File: src/rtl/core_scb_pkg.sv
// core_scb_pkg -- shared types and sizing for the core_arf register scoreboard.
//   reg_idx_t  : architectural register index (R0..R15, R0 hard-wired zero)
//   iss_slot_t : decoded register usage of one issue slot
//   reg_mask() : one-hot register mask with R0 suppressed
// Issue/writeback widths follow the core's execute + memory pipe counts
// (SSC_EX / SSC_MEM); both fall back to 1 when the core does not define them.

`ifndef SSC_EX
`define SSC_EX 1
`endif
`ifndef SSC_MEM
`define SSC_MEM 1
`endif

package core_scb_pkg;

  localparam int NREG        = 16;
  localparam int SCB_ISSUE_W = `SSC_EX + `SSC_MEM;
  localparam int SCB_WB_W    = `SSC_EX + `SSC_MEM;

  typedef logic [3:0] reg_idx_t;

  typedef struct packed {
    logic src_a;
    logic src_b;
    logic dst;
  } slot_use_t;

  typedef struct packed {
    reg_idx_t  src_a;
    reg_idx_t  src_b;
    reg_idx_t  dst;
    slot_use_t uses;
  } iss_slot_t;

  // R0 never appears in any mask: it is never busy and never a hazard.
  function automatic logic [NREG-1:0] reg_mask(input reg_idx_t idx, input logic en);
    logic [NREG-1:0] m;
    m = '0;
    if (en && (idx != '0)) m[idx] = 1'b1;
    return m;
  endfunction

endpackage

File: src/rtl/core_scb_hzd.sv
// core_scb_hzd -- combinational hazard check for one issue slot.
//   slot      in  iss_slot_t   decoded sources/destination of this slot
//   busy_eff  in  NREG         registers with an outstanding writer
//   older_dst in  NREG         used destinations of all older slots this cycle
//   hazard    out 1            slot must not issue (RAW or WAW)

module core_scb_hzd
  import core_scb_pkg::*;
(
  input  iss_slot_t       slot,
  input  logic [NREG-1:0] busy_eff,
  input  logic [NREG-1:0] older_dst,
  output logic            hazard
);

  logic [NREG-1:0] blocked;

  always_comb begin
    blocked    = busy_eff | older_dst;
    blocked[0] = 1'b0;
    hazard     = (slot.uses.src_a & blocked[slot.src_a])
               | (slot.uses.src_b & blocked[slot.src_b])
               | (slot.uses.dst   & blocked[slot.dst]);
  end

endmodule

File: src/rtl/core_arf_scb.sv
// core_arf_scb -- register scoreboard and in-order issue gate for core_arf.
// One busy bit per architectural register, set when a writer issues and
// cleared on its writeback. Each cycle the longest hazard-free prefix of the
// issue slots is granted (slot 0 oldest).
// Ports:
//   clk_i, arst_ni                 clock, async active-low reset
//   iss_vld_i / iss_*_i            per-slot valid, source/destination indices and use flags
//   iss_gnt_o                      combinational grant, contiguous from bit 0
//   wb_en_i, wb_addr_i             writeback ports (mirror core_arf write ports)
//   flush_i                        squash everything in flight
//   busy_o                         registered busy mask
//   stall_cnt_o                    saturating count of cycles with a valid slot left ungranted
//   err_o                          sticky protocol error (stray or duplicate writeback)
// Build option: CORE_SCB_WB_BYPASS_EN lets a consumer issue in the same cycle
// its source is written back (execute must forward the wb data).

module core_arf_scb
  import core_scb_pkg::*;
#(
  parameter int ISSUE_W = SCB_ISSUE_W,
  parameter int WB_W    = SCB_WB_W
) (
  input  logic                 clk_i,
  input  logic                 arst_ni,
  input  logic [ISSUE_W-1:0]   iss_vld_i,
  input  logic [ISSUE_W*4-1:0] iss_src_a_i,
  input  logic [ISSUE_W-1:0]   iss_src_a_use_i,
  input  logic [ISSUE_W*4-1:0] iss_src_b_i,
  input  logic [ISSUE_W-1:0]   iss_src_b_use_i,
  input  logic [ISSUE_W*4-1:0] iss_dst_i,
  input  logic [ISSUE_W-1:0]   iss_dst_use_i,
  output logic [ISSUE_W-1:0]   iss_gnt_o,
  input  logic [WB_W-1:0]      wb_en_i,
  input  logic [WB_W*4-1:0]    wb_addr_i,
  input  logic                 flush_i,
  output logic [NREG-1:0]      busy_o,
  output logic [15:0]          stall_cnt_o,
  output logic                 err_o
);

  logic [NREG-1:0] busy_q;
  logic [NREG-1:0] busy_eff;
  logic [NREG-1:0] clr;
  logic [NREG-1:0] set;
  logic [NREG-1:0] older_acc;
  logic [15:0]     stall_q;
  logic            err_q;
  logic            err_det;
  logic            gnt_run;

  iss_slot_t        slot      [ISSUE_W];
  logic [NREG-1:0]  older_dst [ISSUE_W];
  logic [ISSUE_W-1:0] hazard;
  logic [ISSUE_W-1:0] gnt;

  always_comb begin
    for (int k = 0; k < ISSUE_W; k++) begin
      slot[k].src_a      = iss_src_a_i[k*4 +: 4];
      slot[k].src_b      = iss_src_b_i[k*4 +: 4];
      slot[k].dst        = iss_dst_i[k*4 +: 4];
      slot[k].uses.src_a = iss_src_a_use_i[k];
      slot[k].uses.src_b = iss_src_b_use_i[k];
      slot[k].uses.dst   = iss_dst_use_i[k];
    end
  end

  always_comb begin
    clr = '0;
    for (int p = 0; p < WB_W; p++) begin
      clr |= reg_mask(wb_addr_i[p*4 +: 4], wb_en_i[p]);
    end
  end

`ifdef CORE_SCB_WB_BYPASS_EN
  assign busy_eff = busy_q & ~clr;
`else
  assign busy_eff = busy_q;
`endif

  // Older-slot destinations are collected regardless of validity: a younger
  // slot can only be granted if every older slot was, so invalid older slots
  // never matter.
  always_comb begin
    older_acc = '0;
    for (int k = 0; k < ISSUE_W; k++) begin
      older_dst[k] = older_acc;
      older_acc   |= reg_mask(slot[k].dst, slot[k].uses.dst);
    end
  end

  for (genvar k = 0; k < ISSUE_W; k++) begin : g_hzd
    core_scb_hzd u_hzd (
      .slot      (slot[k]),
      .busy_eff  (busy_eff),
      .older_dst (older_dst[k]),
      .hazard    (hazard[k])
    );
  end

  // Grant chain: the first blocked slot stops everything younger.
  // Reset gating keeps grants low while busy state is being held cleared.
  always_comb begin
    gnt     = '0;
    gnt_run = arst_ni & ~flush_i;
    for (int k = 0; k < ISSUE_W; k++) begin
      gnt_run = gnt_run & iss_vld_i[k] & ~hazard[k];
      gnt[k]  = gnt_run;
    end
  end

  always_comb begin
    set = '0;
    for (int k = 0; k < ISSUE_W; k++) begin
      set |= reg_mask(slot[k].dst, gnt[k] & slot[k].uses.dst);
    end
  end

  always_comb begin
    err_det = 1'b0;
    for (int p = 0; p < WB_W; p++) begin
      if (wb_en_i[p] && (wb_addr_i[p*4 +: 4] != 4'd0) && !busy_q[wb_addr_i[p*4 +: 4]])
        err_det = 1'b1;
      for (int q = p + 1; q < WB_W; q++) begin
        if (wb_en_i[p] && wb_en_i[q] && (wb_addr_i[p*4 +: 4] != 4'd0)
            && (wb_addr_i[p*4 +: 4] == wb_addr_i[q*4 +: 4]))
          err_det = 1'b1;
      end
    end
  end

  // Set is ORed after the clear so a register retired and re-issued in the
  // same cycle stays busy for its new writer.
  always_ff @(posedge clk_i or negedge arst_ni) begin
    if (!arst_ni) begin
      busy_q  <= '0;
      stall_q <= '0;
      err_q   <= 1'b0;
    end else begin
      busy_q <= flush_i ? '0 : ((busy_q & ~clr) | set);
      if (!flush_i && (|(iss_vld_i & ~gnt)) && (stall_q != 16'hFFFF))
        stall_q <= stall_q + 16'd1;
      if (err_det)
        err_q <= 1'b1;
    end
  end

  assign iss_gnt_o   = gnt;
  assign busy_o      = busy_q;
  assign stall_cnt_o = stall_q;
  assign err_o       = err_q;

endmodule

File: config.mk
export PLATFORM = sky130hd
export DESIGN_NAME = core_arf_scb
export DESIGN_NICKNAME = d
export VERILOG_FILES = /design/src/rtl/core_scb_pkg.sv /design/src/rtl/core_scb_hzd.sv /design/src/rtl/core_arf_scb.sv
export SDC_FILE = /design/constraint.sdc
export NUM_CORES = 1
export LEC_CHECK = 0
export CORE_MARGIN = 5
export CORE_UTILIZATION = 50
export CTS_CLUSTER_DIAMETER = 60
export CTS_CLUSTER_SIZE = 10
export DETAILED_ROUTE_END_ITERATION = 6
export PLACE_DENSITY_LB_ADDON = 0.15
export SLEW_MARGIN = 20
export SYNTH_ARGS = -nofsm -noshare
export SYNTH_HDL_FRONTEND = slang
export SYNTH_SLANG_ARGS = --single-unit
File: constraint.sdc
create_clock -name clk_i -period 8.6 [get_ports clk_i]
set_clock_uncertainty 0.15 [all_clocks]
set_input_delay 2.15 -clock clk_i [delete_from_list [all_inputs] [get_ports clk_i]]
set_output_delay 2.15 -clock clk_i [all_outputs]
set_load 0.05 [all_outputs]
==> impl_metrics.yaml, run 1 <==
outcome:
  run_status: "complete, no violations"
pwr:
  power_leakage_uw: 0.00162
  p_total_uw: 505
  power_density_nw_per_um2: 116
  ir_worst_vdd_v: 0.000172
die:
  dieArea_um2: 8840
  rows: 30
  die_h_um: 94.0
  core_area_um2: 6830
  start_util_pct: 51.7
  ios: 80
  fp.dieW_um: 94.0
yosys:
  synth.most_common_cell: "dfrtp_1"
  synth_top_area_share_pct: 23.4
  syn_nets: 445
  ys_ff_latch: 33
  synth_edf_count: 0
  syn_inst: 399
  synth.avg_cell_area_um2: 8.85
  synthArstFlopShare_pct: 100
  syn_area_um2: 3530
  synth-seq-area-share_pct: 23.4
  yosys_warnings: 0
  ys.flop_type: "dfrtp_1"
  synth_commonest_cells: "dfrtp_1, nand2_1, nand3_1"
  synth_cell_type_count: 75
  synthTopCellsByArea: "dfrtp_1, mux4_2, mux2i_1, xnor2_1, nand2_1"
  synth.largest_area_cell: "dfrtp_1"
setup_path:
  end_kind: "output pin"
  crit_required_ns: 6.30
  critPathMaxFanout: 14
  cp-start-kind: "input pin"
  crit_arrival_ns: 5.69
  worstSetupPathType: "input pin to output pin"
route:
  ant_nets: 0
  drt_iter0_markers: 390
  vias_per_cell: 6.62
  wl_per_cell_um: 20.6
  wl_um: 11400
  drtPass1Iterations: 5
  drcViolationCount: 0
  dr_total_vias: 3655
place:
  dp_hpwl_um: 8280
  routabilityCongestion: 0.959
  portBuffers: 79
clocking:
  htreeDepth: 2
  postCtsSetupBuffers: 0
  worstSkewPairLatency_ns: 0.28
  cts_buffers: 5
  cts_tree: "yes"
  clk_pin_slew_worst_paths_ns: 0.06
  root_buffer: "clkbuf_8"
  clock_path_buffers: 2
  hold_buffers: 0
  ctsResizeCount: 0
  cts_num_sinks: 33
job:
  cap_violations: 0
cells_and_area:
  ff_latch_area_um2: 826
  n_antenna_cell: 0
  nFillCells: 617
  drive_above_1_share_pct: 11.4
  area_delta_synth_final_pct: 23.5
  nets: 501
  multi_input_area_um2: 2440
timing:
  fin_crit_sh_pct: 92.9
  hold_violations: 0
  max_freq_mhz: 125
  slew_headroom_pct: 47.7
  worstMarginPinSlew_ns: 0.778
  timing_max_transition_violations_final: 0
  min_period_ns: 7.99
  setup_tns_ns: 0
  rsz0062_at_grt: "false"
  setup_violations: 0
global_route:
  grt.total_usage_pct: 25.2
  antenna_found_initial: 0
  grt_max_degree: 35
  grt_pass1_wl_um: 17600
  grt_pass1_vias: 3446
  grt.overflow.total: 0
min_path:
  hold_class: "flip-flop to flip-flop"
## cell usage in the layout, fill, tap and decap left out, drive strengths merged, types with 14 or more instances in the layout
cell type,n
dfrtp,33
inv,18
nand2,32
a21oi,18
nand3,20
mux2i,14
clkdlybuf4s50,79
xnor2,16
o21ai,21
## final timing paths
kind | from | end | slack (ns) | cells after the start
worst min-delay path | err_o | err_o | 0.33 | 1
min in group asynchronous | arst_ni | err_o | 2.12 | 2
worst max register to register | busy_o[10] | busy_o[1] | 5.36 | 10
worst max-delay path | iss_dst_i[1] | iss_gnt_o[1] | 0.61 | 9
worst min register to register | err_o | err_o | 0.33 | 1
max in group asynchronous | arst_ni | busy_o[14] | 5.87 | 2
## cell families (layout without fill, tap and decap cells)
logic type      Yosys count  after routing  share of synthesized area, %
flops                    33             33                          23.4
mux                      36             36                          15.3
xor+xnor                 20             20                          4.96
simple gates            142            142                          24.6
compound gates          114            114                          23.8
fa+ha+maj                 1              1                         0.354
buf+inv                  53            110                          7.51
## critical path, stage by stage
cell and delay (ns):
clkdlybuf4s50_1 0.77, and2_1 0.44, a21oi_2 0.22, mux2i_1 0.10, a31o_1 0.22, o41a_1 0.35
nor4b_4 0.44, and2_1 0.18, clkdlybuf4s50_1 0.80
## per-stage QoR
stage	cells	instance area (µm²)	setup WS [ns]	hold slack [ns]	util (%)
after floorplan	399	3530	2.08	0.646	-
after global placement	544	4280	0.696	0.311	62.7
after detailed placement	544	4280	0.633	0.317	62.7
after CTS	552	4360	0.620	0.334	63.8
after global routing	552	4360	0.434	0.354	63.8
final	552	4360	0.611	0.326	63.8
## final cells by class
class                      count  share of cell area, %
sequential                    33                   18.9
tap                           96                   2.75
timing repair buffer          84                   19.0
inverter                      18                   1.55
multi-input combinational    313                   55.9
clock buffer                   8                   1.84
## where the power goes
group          switching, µW  internal [µW]
Sequential              19.4            170
Combinational            124           81.3
Clock                   53.4           57.4
Total                    197            308
## registers in the layout (all words and copies together) (netlist names)
| name | count |
|---|---|
| err_o | 1 |
| stall_cnt_o | 16 |
| busy_o | 16 |
## per-layer routing
layer  wire, µm  vias to the layer above  part of all wire (%)  global-route usage [%]
met5          0                        -                     0                       0
met4        365                        0                   3.2                    9.87
met3       1230                       39                    11                    5.69
met2       5000                      248                    44                    38.0
met1       4770                     1730                    42                    35.1
li1           -                     1638                     -                       -
(Power assumes the default switching activity.)
==> run 2, diff against run 1 <==
CORE_MARGIN = 2   (was 5)
clock period = 7.83 ns   (was 8.6 ns; I/O delays follow)
==> run 2 against run 1 <==
Clock power rose by 47%. Highest routed layer unchanged. Combinational power rose by 9%. Non-clock buffer count fell by 2. Largest cell class unchanged. Count of clock-buffer cells in the layout fell by 1. Sequential power rose by 10%. Routed wire length fell by 1.9%. Sequential share of layout area fell by 0.081 points. Worst hold slack improved by 0.0049 ns.
==> impl_metrics.yaml, run 2 (same netlist as run 1, synthesis figures left out) <==
global_route:
  grt_max_degree: 34
  grt.total_usage_pct: 29.3
  grt_pass1_vias: 3369
  grt.overflow.total: 0
  grt_pass1_wl_um: 17600
  antenna_found_initial: 0
setup_path:
  cp-start-kind: "input pin"
  regToRegStartpoint: "busy_o[10]"
  critPathMaxFanout: 13
  endpoint: "iss_gnt_o[1]"
  worstSetupPathType: "input pin to output pin"
  startpoint: "iss_dst_i[2]"
  r2r-end: "busy_o[5]"
  r2r_setup_slack_ns: 4.61
  end_kind: "output pin"
  crit_arrival_ns: 4.89
  worst-r2r-cell-count: 9
  crit_required_ns: 5.72
timing:
  hold_violations: 0
  rsz0062_at_grt: "false"
  min_period_ns: 7.00
  max_freq_mhz: 143
  setup_tns_ns: 0
  fin_crit_sh_pct: 89.4
  slew_headroom_pct: 46.7
  setup_violations: 0
  timing_max_transition_violations_final: 0
  worstMarginPinSlew_ns: 0.793
clocking:
  postCtsSetupBuffers: 0
  cts_buffers: 5
  clk_pin_slew_worst_paths_ns: 0.07
  hold_buffers: 0
  root_buffer: "clkbuf_8"
  cts_num_sinks: 33
  clock_path_buffers: 2
  worstSkewPairLatency_ns: 0.28
  ctsResizeCount: 0
  cts_tree: "yes"
  htreeDepth: 2
die:
  rows: 30
  die_h_um: 88.0
  core_area_um2: 6830
  start_util_pct: 51.7
  fp.dieW_um: 88.0
  dieArea_um2: 7750
  ios: 80
cells_and_area:
  nets: 499
  design_area_um2: 4380
  layout_commonest_cell: "clkdlybuf4s50_1"
  final_cells: 550
  utilization_pct: 64.1
  area_delta_synth_final_pct: 24.1
  drive_above_1_share_pct: 11.7
  n_antenna_cell: 0
  final_cell_mix: "clkdlybuf4s50_1, dfrtp_1, nand2_1"
pwr:
  p_total_uw: 595
  power_density_nw_per_um2: 136
  ir_worst_vdd_v: 0.000246
  power_leakage_uw: 0.00163
route:
  wl_um: 11100
  dr_wl_met2_um: 5040
  drt_iter0_markers: 458
  top_layer: "met4"
  drcViolationCount: 0
  ant_nets: 0
  drtPass1Iterations: 5
  dr_total_vias: 3539
  vias_per_cell: 6.43
  wl_met1_um: 4940
  wl_met3_um: 958
  wl_per_cell_um: 20.3
outcome:
  run_status: "complete, no violations"
place:
  placed_cells: 542
  portBuffers: 79
  dp_hpwl_um: 8070
  placed_cell_area_um2: 4260
  routabilityCongestion: 0.996
min_path:
  hold_class: "flip-flop to flip-flop"
job:
  cap_violations: 0
## run 2: changes by cell type in the layout (fill, tap and decap cells not counted), sizes merged
cell / change
clkdlybuf4s50: -1
bufinv: +1
clkbuf: -1
buf: -1
## run 2: worst min path at each step
stage / cells past startpoint / endpoint / startpoint
after floorplan: 1 / stall_cnt_o[4] / stall_cnt_o[4]
after global placement: 1 / err_o / err_o
after detailed placement: 1 / err_o / err_o
after CTS: 1 / err_o / err_o
after global routing: 1 / err_o / err_o
final: 1 / err_o / err_o
## run 2: through the flow
step | hold WS [ns] | setup WS, ns
2_1_floorplan | 0.646 | 1.70
3_3_place_gp | 0.314 | 0.914
3_5_place_dp | 0.325 | 0.865
4_1_cts | 0.339 | 0.848
5_1_grt | 0.348 | 0.721
6_report | 0.331 | 0.831
## run 2: area by class of cell
type                            instances  area, µm²
Inverter                               18       67.6
Fill cell                             606       2450
Clock inverter                          1       30.0
Clock buffer                            7       86.3
Sequential cell                        33        826
Multi-Input combinational cell        313       2440
Tap cell                               96        120
Timing Repair Buffer                   82        811
## run 2: metal layers
metal	global-route usage, %	vias to the layer above
met4	7.44	0
met5	0	-
met3	3.68	20
met2	46.1	175
li1	-	1631
met1	42.8	1713
## run 2: power by group
group          leakage [µW]  switching [µW]  internal (µW)  total, µW
Clock             0.0000585            59.4            104        163
Combinational       0.00113             135           88.7        224
Sequential         0.000445            21.9            186        208
## run 2: worst max-delay path, cell delays in order
cell	delay, ns
clkdlybuf4s50_1	0.80
and3b_1	0.36
a21oi_2	0.24
mux2i_1	0.11
a31o_1	0.22
o41a_1	0.36
nor4b_4	0.45
and2_1	0.19
buf_4	0.19
